**src/rtl/controle_pintura_if.sv**
```systemverilog
// Bundle of the two requester handshakes and the framebuffer write port
// used by the paint-engine controller. The controller takes the slave
// modport; whatever drives the requests and the RAM side takes master.
interface controle_pintura_if #(
  parameter int COLOR_W = 12
);
  // Requester 0
  logic               req0;
  logic [10:0]        x0;
  logic [10:0]        y0;
  logic [6:0]         size0;
  logic [COLOR_W-1:0] color0;
  logic               grant0;
  logic               done0;

  // Requester 1
  logic               req1;
  logic [10:0]        x1;
  logic [10:0]        y1;
  logic [6:0]         size1;
  logic [COLOR_W-1:0] color1;
  logic               grant1;
  logic               done1;

  // Framebuffer write port
  logic               wr_en;
  logic [10:0]        wr_x;
  logic [10:0]        wr_y;
  logic [COLOR_W-1:0] wr_color;
  logic               wr_ready;

  // Status
  logic               busy;

  modport master (
    output req0, x0, y0, size0, color0,
    output req1, x1, y1, size1, color1,
    output wr_ready,
    input  grant0, done0, grant1, done1,
    input  wr_en, wr_x, wr_y, wr_color,
    input  busy
  );

  modport slave (
    input  req0, x0, y0, size0, color0,
    input  req1, x1, y1, size1, color1,
    input  wr_ready,
    output grant0, done0, grant1, done1,
    output wr_en, wr_x, wr_y, wr_color,
    output busy
  );
endinterface

```
**src/rtl/controle_pintura.sv**
```systemverilog
// Paint-engine controller: round-robin arbitration between two square-paint
// requesters, then a row-major raster of the granted SIZE x SIZE square onto
// the framebuffer write port, one pixel per accepted write, with off-screen
// pixels skipped at one cycle each. Every output is a register; the next
// output values are derived from the next FSM state and next pixel so that
// the grant pulse and the first write appear in the cycle after the request
// edge.
module controle_pintura #(
  parameter int H_RES   = 640,
  parameter int V_RES   = 480,
  parameter int COLOR_W = 12
) (
  input  logic               i_clk,
  input  logic               i_rst_n,
  controle_pintura_if.slave  s_bus
);

  typedef enum logic [1:0] {
    S_IDLE = 2'd0,
    S_SCAN = 2'd1,
    S_DONE = 2'd2
  } state_t;

  state_t             r_state;
  state_t             w_state_nxt;

  // Round-robin owner: index of the most recently granted requester. It also
  // tells DONE which requester to pulse.
  logic               r_last;

  // Square parameters latched on the grant edge. Coordinates carry one
  // extra bit so that bx+sz-1 (up to 2047+126) never wraps.
  logic [11:0]        r_bx;
  logic [11:0]        r_by;
  logic [6:0]         r_sz;
  logic [COLOR_W-1:0] r_col;

  // Current raster position.
  logic [11:0]        r_cx;
  logic [11:0]        r_cy;
  logic [11:0]        w_cx_nxt;
  logic [11:0]        w_cy_nxt;

  // Registered outputs.
  logic               r_grant0;
  logic               r_grant1;
  logic               r_done0;
  logic               r_done1;
  logic               r_wr_en;
  logic [10:0]        r_wr_x;
  logic [10:0]        r_wr_y;
  logic [COLOR_W-1:0] r_wr_color;
  logic               r_busy;

  // Arbitration and raster helpers.
  logic               w_take;
  logic               w_sel1;
  logic               w_grant_edge;
  logic [11:0]        w_bx_in;
  logic [11:0]        w_by_in;
  logic [6:0]         w_sz_in;
  logic [COLOR_W-1:0] w_col_in;
  logic [11:0]        w_xend;
  logic [11:0]        w_yend;
  logic               w_vis;
  logic               w_adv;
  logic               w_vis_nxt;
  logic               w_done_nxt;
  logic [COLOR_W-1:0] w_col_nxt;

  // A tie goes to the requester that was not served last; a lone request
  // always wins.
  assign w_take       = s_bus.req0 | s_bus.req1;
  assign w_sel1       = s_bus.req1 & (~s_bus.req0 | ~r_last);
  assign w_grant_edge = (r_state == S_IDLE) && w_take;

  assign w_bx_in  = {1'b0, (w_sel1 ? s_bus.x1 : s_bus.x0)};
  assign w_by_in  = {1'b0, (w_sel1 ? s_bus.y1 : s_bus.y0)};
  assign w_sz_in  = w_sel1 ? s_bus.size1  : s_bus.size0;
  assign w_col_in = w_sel1 ? s_bus.color1 : s_bus.color0;

  // Last column/row of the square; only consulted in SCAN, where sz >= 1.
  assign w_xend = r_bx + {5'd0, r_sz} - 12'd1;
  assign w_yend = r_by + {5'd0, r_sz} - 12'd1;

  // A visible pixel waits for the framebuffer; a clipped one moves on at once.
  assign w_vis = (r_cx < 12'(H_RES)) && (r_cy < 12'(V_RES));
  assign w_adv = ~w_vis | s_bus.wr_ready;

  // Next state and next raster position.
  always_comb begin
    w_state_nxt = r_state;
    w_cx_nxt    = r_cx;
    w_cy_nxt    = r_cy;
    case (r_state)
      S_IDLE: begin
        if (w_take) begin
          w_cx_nxt    = w_bx_in;
          w_cy_nxt    = w_by_in;
          w_state_nxt = (w_sz_in == 7'd0) ? S_DONE : S_SCAN;
        end
      end
      S_SCAN: begin
        if (w_adv) begin
          if (r_cx == w_xend) begin
            if (r_cy == w_yend) begin
              w_state_nxt = S_DONE;
            end else begin
              w_cx_nxt = r_bx;
              w_cy_nxt = r_cy + 12'd1;
            end
          end else begin
            w_cx_nxt = r_cx + 12'd1;
          end
        end
      end
      S_DONE: begin
        // An empty square enters DONE straight from IDLE with its grant
        // pulse showing, so it spends one more cycle here to put the done
        // pulse in the following cycle.
        if (r_done0 | r_done1) begin
          w_state_nxt = S_IDLE;
        end
      end
      default: begin
        w_state_nxt = S_IDLE;
      end
    endcase
  end

  // The done pulse fires on every entry into (or extra cycle of) DONE except
  // the direct IDLE->DONE step of an empty square.
  assign w_done_nxt = (w_state_nxt == S_DONE) && (r_state != S_IDLE);
  assign w_vis_nxt  = (w_state_nxt == S_SCAN) &&
                      (w_cx_nxt < 12'(H_RES)) && (w_cy_nxt < 12'(V_RES));
  assign w_col_nxt  = w_grant_edge ? w_col_in : r_col;

  // FSM state register.
  always_ff @(posedge i_clk or negedge i_rst_n) begin
    if (!i_rst_n) begin
      r_state <= S_IDLE;
    end else begin
      r_state <= w_state_nxt;
    end
  end

  // Latch the winning request's fields and update the round-robin owner.
  always_ff @(posedge i_clk or negedge i_rst_n) begin
    if (!i_rst_n) begin
      r_last <= 1'b1;
      r_bx   <= '0;
      r_by   <= '0;
      r_sz   <= '0;
      r_col  <= '0;
    end else if (w_grant_edge) begin
      r_last <= w_sel1;
      r_bx   <= w_bx_in;
      r_by   <= w_by_in;
      r_sz   <= w_sz_in;
      r_col  <= w_col_in;
    end
  end

  // Raster position register.
  always_ff @(posedge i_clk or negedge i_rst_n) begin
    if (!i_rst_n) begin
      r_cx <= '0;
      r_cy <= '0;
    end else begin
      r_cx <= w_cx_nxt;
      r_cy <= w_cy_nxt;
    end
  end

  // Output registers, loaded with the values belonging to the next cycle.
  always_ff @(posedge i_clk or negedge i_rst_n) begin
    if (!i_rst_n) begin
      r_grant0   <= 1'b0;
      r_grant1   <= 1'b0;
      r_done0    <= 1'b0;
      r_done1    <= 1'b0;
      r_wr_en    <= 1'b0;
      r_wr_x     <= '0;
      r_wr_y     <= '0;
      r_wr_color <= '0;
      r_busy     <= 1'b0;
    end else begin
      r_grant0 <= w_grant_edge & ~w_sel1;
      r_grant1 <= w_grant_edge &  w_sel1;
      r_done0  <= w_done_nxt & ~r_last;
      r_done1  <= w_done_nxt &  r_last;
      r_wr_en  <= w_vis_nxt;
      r_busy   <= (w_state_nxt != S_IDLE);
      // Coordinates only move for visible pixels; a visible pixel fits in
      // 11 bits because it is below H_RES/V_RES.
      if (w_vis_nxt) begin
        r_wr_x     <= w_cx_nxt[10:0];
        r_wr_y     <= w_cy_nxt[10:0];
        r_wr_color <= w_col_nxt;
      end
    end
  end

  assign s_bus.grant0   = r_grant0;
  assign s_bus.grant1   = r_grant1;
  assign s_bus.done0    = r_done0;
  assign s_bus.done1    = r_done1;
  assign s_bus.wr_en    = r_wr_en;
  assign s_bus.wr_x     = r_wr_x;
  assign s_bus.wr_y     = r_wr_y;
  assign s_bus.wr_color = r_wr_color;
  assign s_bus.busy     = r_busy;

endmodule

```
**src/flat_wrapper.sv**
```systemverilog
// flat-port wrapper written by rule: the top's interface ports become plain ports
module controle_pintura_flat 
#(
  parameter int H_RES   = 640,
  parameter int V_RES   = 480,
  parameter int COLOR_W = 12
)
  (i_clk, i_rst_n, s_bus_req0, s_bus_x0, s_bus_y0, s_bus_size0, s_bus_color0, s_bus_req1, s_bus_x1, s_bus_y1, s_bus_size1, s_bus_color1, s_bus_wr_ready, s_bus_grant0, s_bus_done0, s_bus_grant1, s_bus_done1, s_bus_wr_en, s_bus_wr_x, s_bus_wr_y, s_bus_wr_color, s_bus_busy);
  controle_pintura_if #(.COLOR_W(COLOR_W)) s_bus_i ();
  input  logic i_clk;
  input  logic i_rst_n;
  input wire logic [$bits(s_bus_i.req0)-1:0] s_bus_req0;
  input wire logic [$bits(s_bus_i.x0)-1:0] s_bus_x0;
  input wire logic [$bits(s_bus_i.y0)-1:0] s_bus_y0;
  input wire logic [$bits(s_bus_i.size0)-1:0] s_bus_size0;
  input wire logic [$bits(s_bus_i.color0)-1:0] s_bus_color0;
  input wire logic [$bits(s_bus_i.req1)-1:0] s_bus_req1;
  input wire logic [$bits(s_bus_i.x1)-1:0] s_bus_x1;
  input wire logic [$bits(s_bus_i.y1)-1:0] s_bus_y1;
  input wire logic [$bits(s_bus_i.size1)-1:0] s_bus_size1;
  input wire logic [$bits(s_bus_i.color1)-1:0] s_bus_color1;
  input wire logic [$bits(s_bus_i.wr_ready)-1:0] s_bus_wr_ready;
  output wire logic [$bits(s_bus_i.grant0)-1:0] s_bus_grant0;
  output wire logic [$bits(s_bus_i.done0)-1:0] s_bus_done0;
  output wire logic [$bits(s_bus_i.grant1)-1:0] s_bus_grant1;
  output wire logic [$bits(s_bus_i.done1)-1:0] s_bus_done1;
  output wire logic [$bits(s_bus_i.wr_en)-1:0] s_bus_wr_en;
  output wire logic [$bits(s_bus_i.wr_x)-1:0] s_bus_wr_x;
  output wire logic [$bits(s_bus_i.wr_y)-1:0] s_bus_wr_y;
  output wire logic [$bits(s_bus_i.wr_color)-1:0] s_bus_wr_color;
  output wire logic [$bits(s_bus_i.busy)-1:0] s_bus_busy;
  assign s_bus_i.req0 = s_bus_req0;
  assign s_bus_i.x0 = s_bus_x0;
  assign s_bus_i.y0 = s_bus_y0;
  assign s_bus_i.size0 = s_bus_size0;
  assign s_bus_i.color0 = s_bus_color0;
  assign s_bus_i.req1 = s_bus_req1;
  assign s_bus_i.x1 = s_bus_x1;
  assign s_bus_i.y1 = s_bus_y1;
  assign s_bus_i.size1 = s_bus_size1;
  assign s_bus_i.color1 = s_bus_color1;
  assign s_bus_i.wr_ready = s_bus_wr_ready;
  assign s_bus_grant0 = s_bus_i.grant0;
  assign s_bus_done0 = s_bus_i.done0;
  assign s_bus_grant1 = s_bus_i.grant1;
  assign s_bus_done1 = s_bus_i.done1;
  assign s_bus_wr_en = s_bus_i.wr_en;
  assign s_bus_wr_x = s_bus_i.wr_x;
  assign s_bus_wr_y = s_bus_i.wr_y;
  assign s_bus_wr_color = s_bus_i.wr_color;
  assign s_bus_busy = s_bus_i.busy;
  controle_pintura #(.H_RES(H_RES), .V_RES(V_RES), .COLOR_W(COLOR_W)) u_core (.i_clk(i_clk), .i_rst_n(i_rst_n), .s_bus(s_bus_i));
endmodule
```
**config.mk**
```make
export PLATFORM = sky130hd
export DESIGN_NAME = controle_pintura_flat
export DESIGN_NICKNAME = d
export VERILOG_FILES = /design/src/rtl/controle_pintura_if.sv /design/src/rtl/controle_pintura.sv /design/src/flat_wrapper.sv
export SDC_FILE = /design/constraint.sdc
export NUM_CORES = 1
export LEC_CHECK = 0
export BUFFER_PORTS_ARGS = -buffer_cell sky130_fd_sc_hd__clkbuf_2
export CAP_MARGIN = 20
export CORE_MARGIN = 4
export CORE_UTILIZATION = 50
export DETAILED_ROUTE_END_ITERATION = 12
export GPL_TIMING_DRIVEN = 1
export PLACE_DENSITY = 0.73
export SYNTH_ARGS = -nofsm -noshare
export SYNTH_HDL_FRONTEND = slang
export SYNTH_SLANG_ARGS = --single-unit
```
**constraint.sdc**
```tcl
create_clock -name i_clk -period 10.3 [get_ports i_clk]
set_clock_uncertainty 0.2 [all_clocks]
set_input_delay 1.545 -clock i_clk [delete_from_list [all_inputs] [get_ports i_clk]]
set_output_delay 1.545 -clock i_clk [all_outputs]
set_load 0.01 [all_outputs]
```
# After elaboration in Yosys (flattened, before gate mapping)
# Cells that the tools add are included.
# W data, S select, Z words.
# word_totals
ff_bits,108
elab_cells,77
mem_count,0
in_bits,87
mem_bits_ro,0
latchBits,0
ram_bits,0
# classes
n_shift,0
mux,22
reduce_logical,9
n_mul,0
addsub,6
bitwise,13
n_div,0
eq_ne,6
n_lt_le_gt_ge,4
# op_table
operator,count
$mux W12,10
$pmux W12 S2,2
$add A11 B7 Y12,2
$add A12 B1 Y12 const B,2
$eq A12 B12 Y1,2
$lt A12 B10 Y1 const B,2
$lt A12 B9 Y1 const B,2
$sub A12 B1 Y12 const B,2
$mux W11,2
$mux W2,6
$logic_not A7 Y1,1
$mux W7,1
$pmux W2 S3,1
$and A1 B1 Y1,5
$logic_and A1 B1 Y1,5
$eq A2 B1 Y1 const B,2
$eq A2 B2 Y1 const B,2
$not A1 Y1,4
$or A1 B1 Y1,4
$reduce_bool A2 Y1,2
$logic_not A2 Y1,1

# Logic depth before layout (Yosys ltp)
# logic_depth
word_depth,11
depth_mapped,19
ltp_nobuf,17

# Worst setup path before layout
# OpenSTA, ideal clock, no wires.
# synth_path
path_type,input-to-reg
from,input s_bus_req1
to,register u_core.r_wr_color[0] (netlist: u_core.s_bus.wr_color[0])
setup_slack_ns,5.642
required_ns,9.975
path_stages,12
arrival_time_ns,4.333
path_cell_list,a21boi_0 -> buf_1 -> nor3b_1 -> a221oi_1 -> o2111ai_1 -> o41ai_2 -> nor3_1 -> a2111o_1 -> nor4_4 -> nand3_4 -> buf_6 -> mux2_4
# synth_rtl
item,line_no,source
"start, declared",flat_wrapper.sv:17,input wire logic [$bits(s_bus_i.req1)-1:0] s_bus_req1;
$and A1 B1 Y1,controle_pintura.sv:74,assign w_sel1 = s_bus.req1 & (~s_bus.req0 | ~r_last);
$mux W11,controle_pintura.sv:77,"assign w_bx_in = {1'b0, (w_sel1 ? s_bus.x1 : s_bus.x0)};"
$mux W12 (*),controle_pintura.sv:97,if (w_take) begin
$pmux W12 S2 (*),controle_pintura.sv:95,case (r_state)
net u_core.w_cx_nxt[10],controle_pintura.sv:41,logic [11:0] w_cx_nxt;
$lt A12 B10 Y1 (*),controle_pintura.sv:135,(w_cx_nxt < 12'(H_RES)) && (w_cy_nxt < 12'(V_RES));
$logic_and A1 B1 Y1 (*),controle_pintura.sv:134,assign w_vis_nxt = (w_state_nxt == S_SCAN) &&
$logic_and A1 B1 Y1 (*),controle_pintura.sv:135,
"end signal, assigned",controle_pintura.sv:199,r_wr_color <= w_col_nxt;
"end, declared",controle_pintura.sv:52,logic [COLOR_W-1:0] r_wr_color;
# Mark *: on every way through the listed nets, which the timed path passes. The rest lies on a longest branch.
# A chain may end at the register's enable or synchronous reset.

# Worst setup path after layout
# layout_path
from,register u_core.r_by[1]
to,register u_core.r_wr_x[3] (netlist: u_core.s_bus.wr_x[3])
# layout_rtl
item,line_no,source
"start, declared",controle_pintura.sv:34,logic [11:0] r_by;
"start signal, assigned",controle_pintura.sv:158,r_by <= w_by_in;
$add A11 B7 Y12,controle_pintura.sv:84,"assign w_yend = r_by + {5'd0, r_sz} - 12'd1;"
$sub A12 B1 Y12,controle_pintura.sv:84,
$eq A12 B12 Y1,controle_pintura.sv:106,if (r_cy == w_yend) begin
$mux W12,controle_pintura.sv:106,
$mux W12,controle_pintura.sv:105,if (r_cx == w_xend) begin
$mux W12,controle_pintura.sv:104,if (w_adv) begin
$pmux W12 S2,controle_pintura.sv:95,
net u_core.w_cy_nxt[10],controle_pintura.sv:42,logic [11:0] w_cy_nxt;
$lt A12 B9 Y1,controle_pintura.sv:135,
$logic_and A1 B1 Y1,controle_pintura.sv:135,
"end signal, assigned",controle_pintura.sv:197,r_wr_x <= w_cx_nxt[10:0];
"end, declared",controle_pintura.sv:50,logic [10:0] r_wr_x;
# The timed path passes the listed nets, and every way through them passes these cells.

==> metrics <==
status finished, final reports clean; row count 43; critical setup path kind reg2reg; Post-Syn Area 7160 sq um; Placer Congestion around 0.9; Post-Synthesis Cells 764; WHS about 0.27 ns; cts repair resizes 0; syn nets about 900; Hold Crit Depth 2; DP Area ~7900 sq um; TritonCTS clock tree built; Hold Fails Final Rpt 0; placed wire-length estimate between 15 and 20 mm; prevailing post-synth register cell dfrtp_1; number of flops mapped to enable cells by yosys 0; Worst Hold Class reg2reg; Post-Synth Adder-Cell Area 6.85%; Final Instance Area ~8200 sq um; metal1 wirelength 9.00 mm; worst reg2reg startpoint u_core.r_by[1]; Worst Hold End u_core.r_col[11]; Crit-path slowest cell or3_1; Starting DRT DRC Count around 670; GRT Residual Overflow 0; die area 16300 sq um; CTS root buffer clkbuf_16; r2r setup slk roughly 4.8 ns; Leak Pwr 0.00411 uW; unrepaired setup endpoints after global routing no; Post CTS Setup Buffer Count 0; Final Critical Period 5.54 ns; total power 3120 uW; Synth Area in Compound Gates around 23%; clk_lat worst skew 0.36 ns; port buffer count 126; most used cell, CP inv_1; # clock sinks 108; Starting Density 51.4%; Worst R2R End u_core.s_bus.wr_x[3]; critical path launch point type flip-flop; WL/cell about 19 um; DR WL met3 between 1.5 and 2 mm; largest family of logic cells by synthesized area compound AO/OA/AOI/OAI gates; Via-to-Cell Ratio between 5 and 6; IO Pins between 100 and 150; initial antenna violation count 0; area of the core 13900 sq um; max-slew violations 0; CTS max path bufs 2; worst hold path startpoint u_core.r_col[11]; Async SR Flop Fraction 100%; clock slew at reported path FFs 0.07 ns; All-Layer GR Usage 25.0%; worst path cell trace inv_1 > ha_1 > inv_1 > ha_1 > inv_1 > fa_1 > nand2b_1 > a211oi_2 > nor3_1 > nand4bb_1 > or3_1 > o211ai_2 > nor2_1 > mux2i_1 > nor4_4 > nand3_4 > mux2_4; Yosys warnings 0; crit-path max FO 33; number of synthesized register bits 108; TNS Setup 0 ns; WL met2 9.01 mm; Final Setup Violations 0; H-tree Lvls 3; max-cap violations 0; fin cells ~1100; die height 128 um; Post-route DRC 0; reg2reg path depth 17; TritonCTS Buffers 9; count of cell types in the netlist 80; Final ANT Viol Nets 0; die width 128 um; Layout Area Growth over Synthesis 14.5%; diode count 0; vias in the first global route 6171; critical path's largest stage delay approximately 0.54 ns; nets a little under 1000; fin crit share 53.8%; maximum vdd ir drop 0.149 mV; Worst Max-Slew Pin Slew around 1.1 ns; Avg Inst Size Synth 9.37 sq um; Slew HR roughly a quarter; Post-Synth Simple-Gate Area 14.0%; element type at the critical path end flip-flop; CP startpoint u_core.r_by[1]; CP arrival between 5 and 6 ns; Pwr Density 381 nW/um^2; total wire length 19.9 mm; largest net degree at the start of global routing 58; hold buffer count at CTS 0; Pre-antenna DRT Iters 6; first-pass GRT wire length 32.3 mm; dpl cells 1038; XOR/XNOR share of the synthesized area 5.14%; multiplexer share of the synthesized area under 10%; top layer in use met4; DR vias 6320; fmax 180 MHz; share of layout cells above drive strength 1 22.4%; Critical Path RT approximately 10 ns; register area share after synthesis 37.8%
cell usage after synthesis, drive strengths merged, types with 11 or more instances:
master / instances / share of area [%]
a22oi: 19 / 2.0
nor3: 14 / 0.98
buf: 11 / 0.96
a21o: 18 / 1.9
o21ai: 40 / 2.8
ha: 36 / 6.3
mux2i: 12 / 1.7
mux2: 27 / 5.5
nor2: 41 / 2.2
xnor2: 33 / 4.0
a21oi: 30 / 2.1
o211ai: 12 / 1.3
nand2: 74 / 3.9
a222oi: 12 / 1.7
clkbuf: 26 / 1.4
nand3: 14 / 1.2
inv: 78 / 4.1
dfrtp: 107 / 37
state kept, by name, summed over array words and instances, names as in the netlist:
signal	count
u_core.s_bus.wr_y	11
u_core.s_bus.grant1	1
u_core.s_bus.wr_en	1
u_core.r_cy	12
u_core.r_bx	11
u_core.r_state	2
u_core.s_bus.grant0	1
u_core.s_bus.wr_color	12
u_core.r_cx	12
u_core.r_last	1
u_core.s_bus.wr_x	11
u_core.s_bus.done1	1
u_core.s_bus.busy	1
u_core.r_col	12
u_core.r_by	11
u_core.s_bus.done0	1
u_core.r_sz	7
worst max-delay path: cells and delay by family (launching register included):
| kind | cells | cell delay, ns |
|---|---|---|
| compound gates | 2 | 0.83 |
| fa+ha+maj | 3 | 0.80 |
| buf+inv | 3 | 0.23 |
| flops | 1 | 0.39 |
| mux | 2 | 0.70 |
| simple gates | 7 | 2.27 |
cells in the final DEF (no fill, tap or decap), types with 4 or more instances in the layout:
cell | netlist | final
o31ai_1 | 4 | 4
buf_4 | 0 | 7
mux2_4 | 23 | 23
a31oi_1 | 10 | 10
ha_1 | 36 | 36
o211ai_1 | 11 | 11
xor2_1 | 9 | 9
nor4_1 | 8 | 8
o2111ai_1 | 7 | 7
clkbuf_2 | 0 | 125
a22o_1 | 9 | 9
and3_1 | 7 | 7
nor3_1 | 14 | 14
a222oi_1 | 12 | 12
nand4_1 | 8 | 8
or3_1 | 5 | 5
nor2_1 | 41 | 41
nand2b_1 | 7 | 7
o22ai_1 | 4 | 4
o311ai_0 | 4 | 4
nand3_1 | 13 | 13
dfrtp_1 | 107 | 107
mux2i_1 | 12 | 12
a211oi_1 | 5 | 5
clkbuf_16 | 0 | 9
o21ai_0 | 37 | 37
mux2_2 | 4 | 4
nor2b_1 | 4 | 4
nand2_1 | 74 | 74
xnor2_1 | 33 | 33
a21oi_1 | 30 | 30
inv_1 | 78 | 78
a22oi_1 | 19 | 19
a21o_1 | 18 | 18
worst max path at each step:
stage	to	slack, ns	cells past startpoint
global placement	u_core.s_bus.wr_x[3]	4.53	11
finish	u_core.s_bus.wr_x[3]	4.76	17
floorplan	u_core.s_bus.wr_color[0]	5.64	12
global route	u_core.s_bus.wr_y[2]	4.46	17
detailed placement	u_core.s_bus.wr_x[3]	4.50	11
CTS	u_core.s_bus.wr_y[2]	4.57	17
logic make-up (layout without fill, tap and decap cells):
family | after synthesis | in the layout
AO/OA/AOI/OAI | 220 | 220
AND/OR/NAND/NOR | 202 | 202
buffers and inverters | 115 | 226
flip-flops | 108 | 108
XOR/XNOR | 42 | 42
multiplexers | 39 | 39
adder cells (fa/ha/maj) | 38 | 38
through the flow:
| stage | setup slack (ns) | utilization, % |
|---|---|---|
| after floorplan | 5.64 | - |
| after global placement | 4.53 | 56.7 |
| after detailed placement | 4.50 | 56.7 |
| after CTS | 4.57 | 58.7 |
| after global routing | 4.46 | 58.8 |
| final | 4.76 | 58.8 |
cell type report:
type / instances / area [sq um]
tap: 180 / 225
inverter: 78 / 293
fill: 1254 / 5740
sequential: 108 / 2700
clock inverter: 5 / 43.8
timing repair buffer: 132 / 678
multi-input combinational: 541 / 4010
clock buffer: 11 / 243
per-layer routing:
layer,GRT usage [%],vias to the layer above
met5,0,-
met4,6.74,0
li1,-,3013
met3,5.02,26
met1,36.1,3014
met2,38.6,267
where the power goes:
group	switching (uW)	internal (uW)
combinational	1160	862
clock	163	174
sequential	175	587
Note: power is estimated with default switching activity, not from simulation.
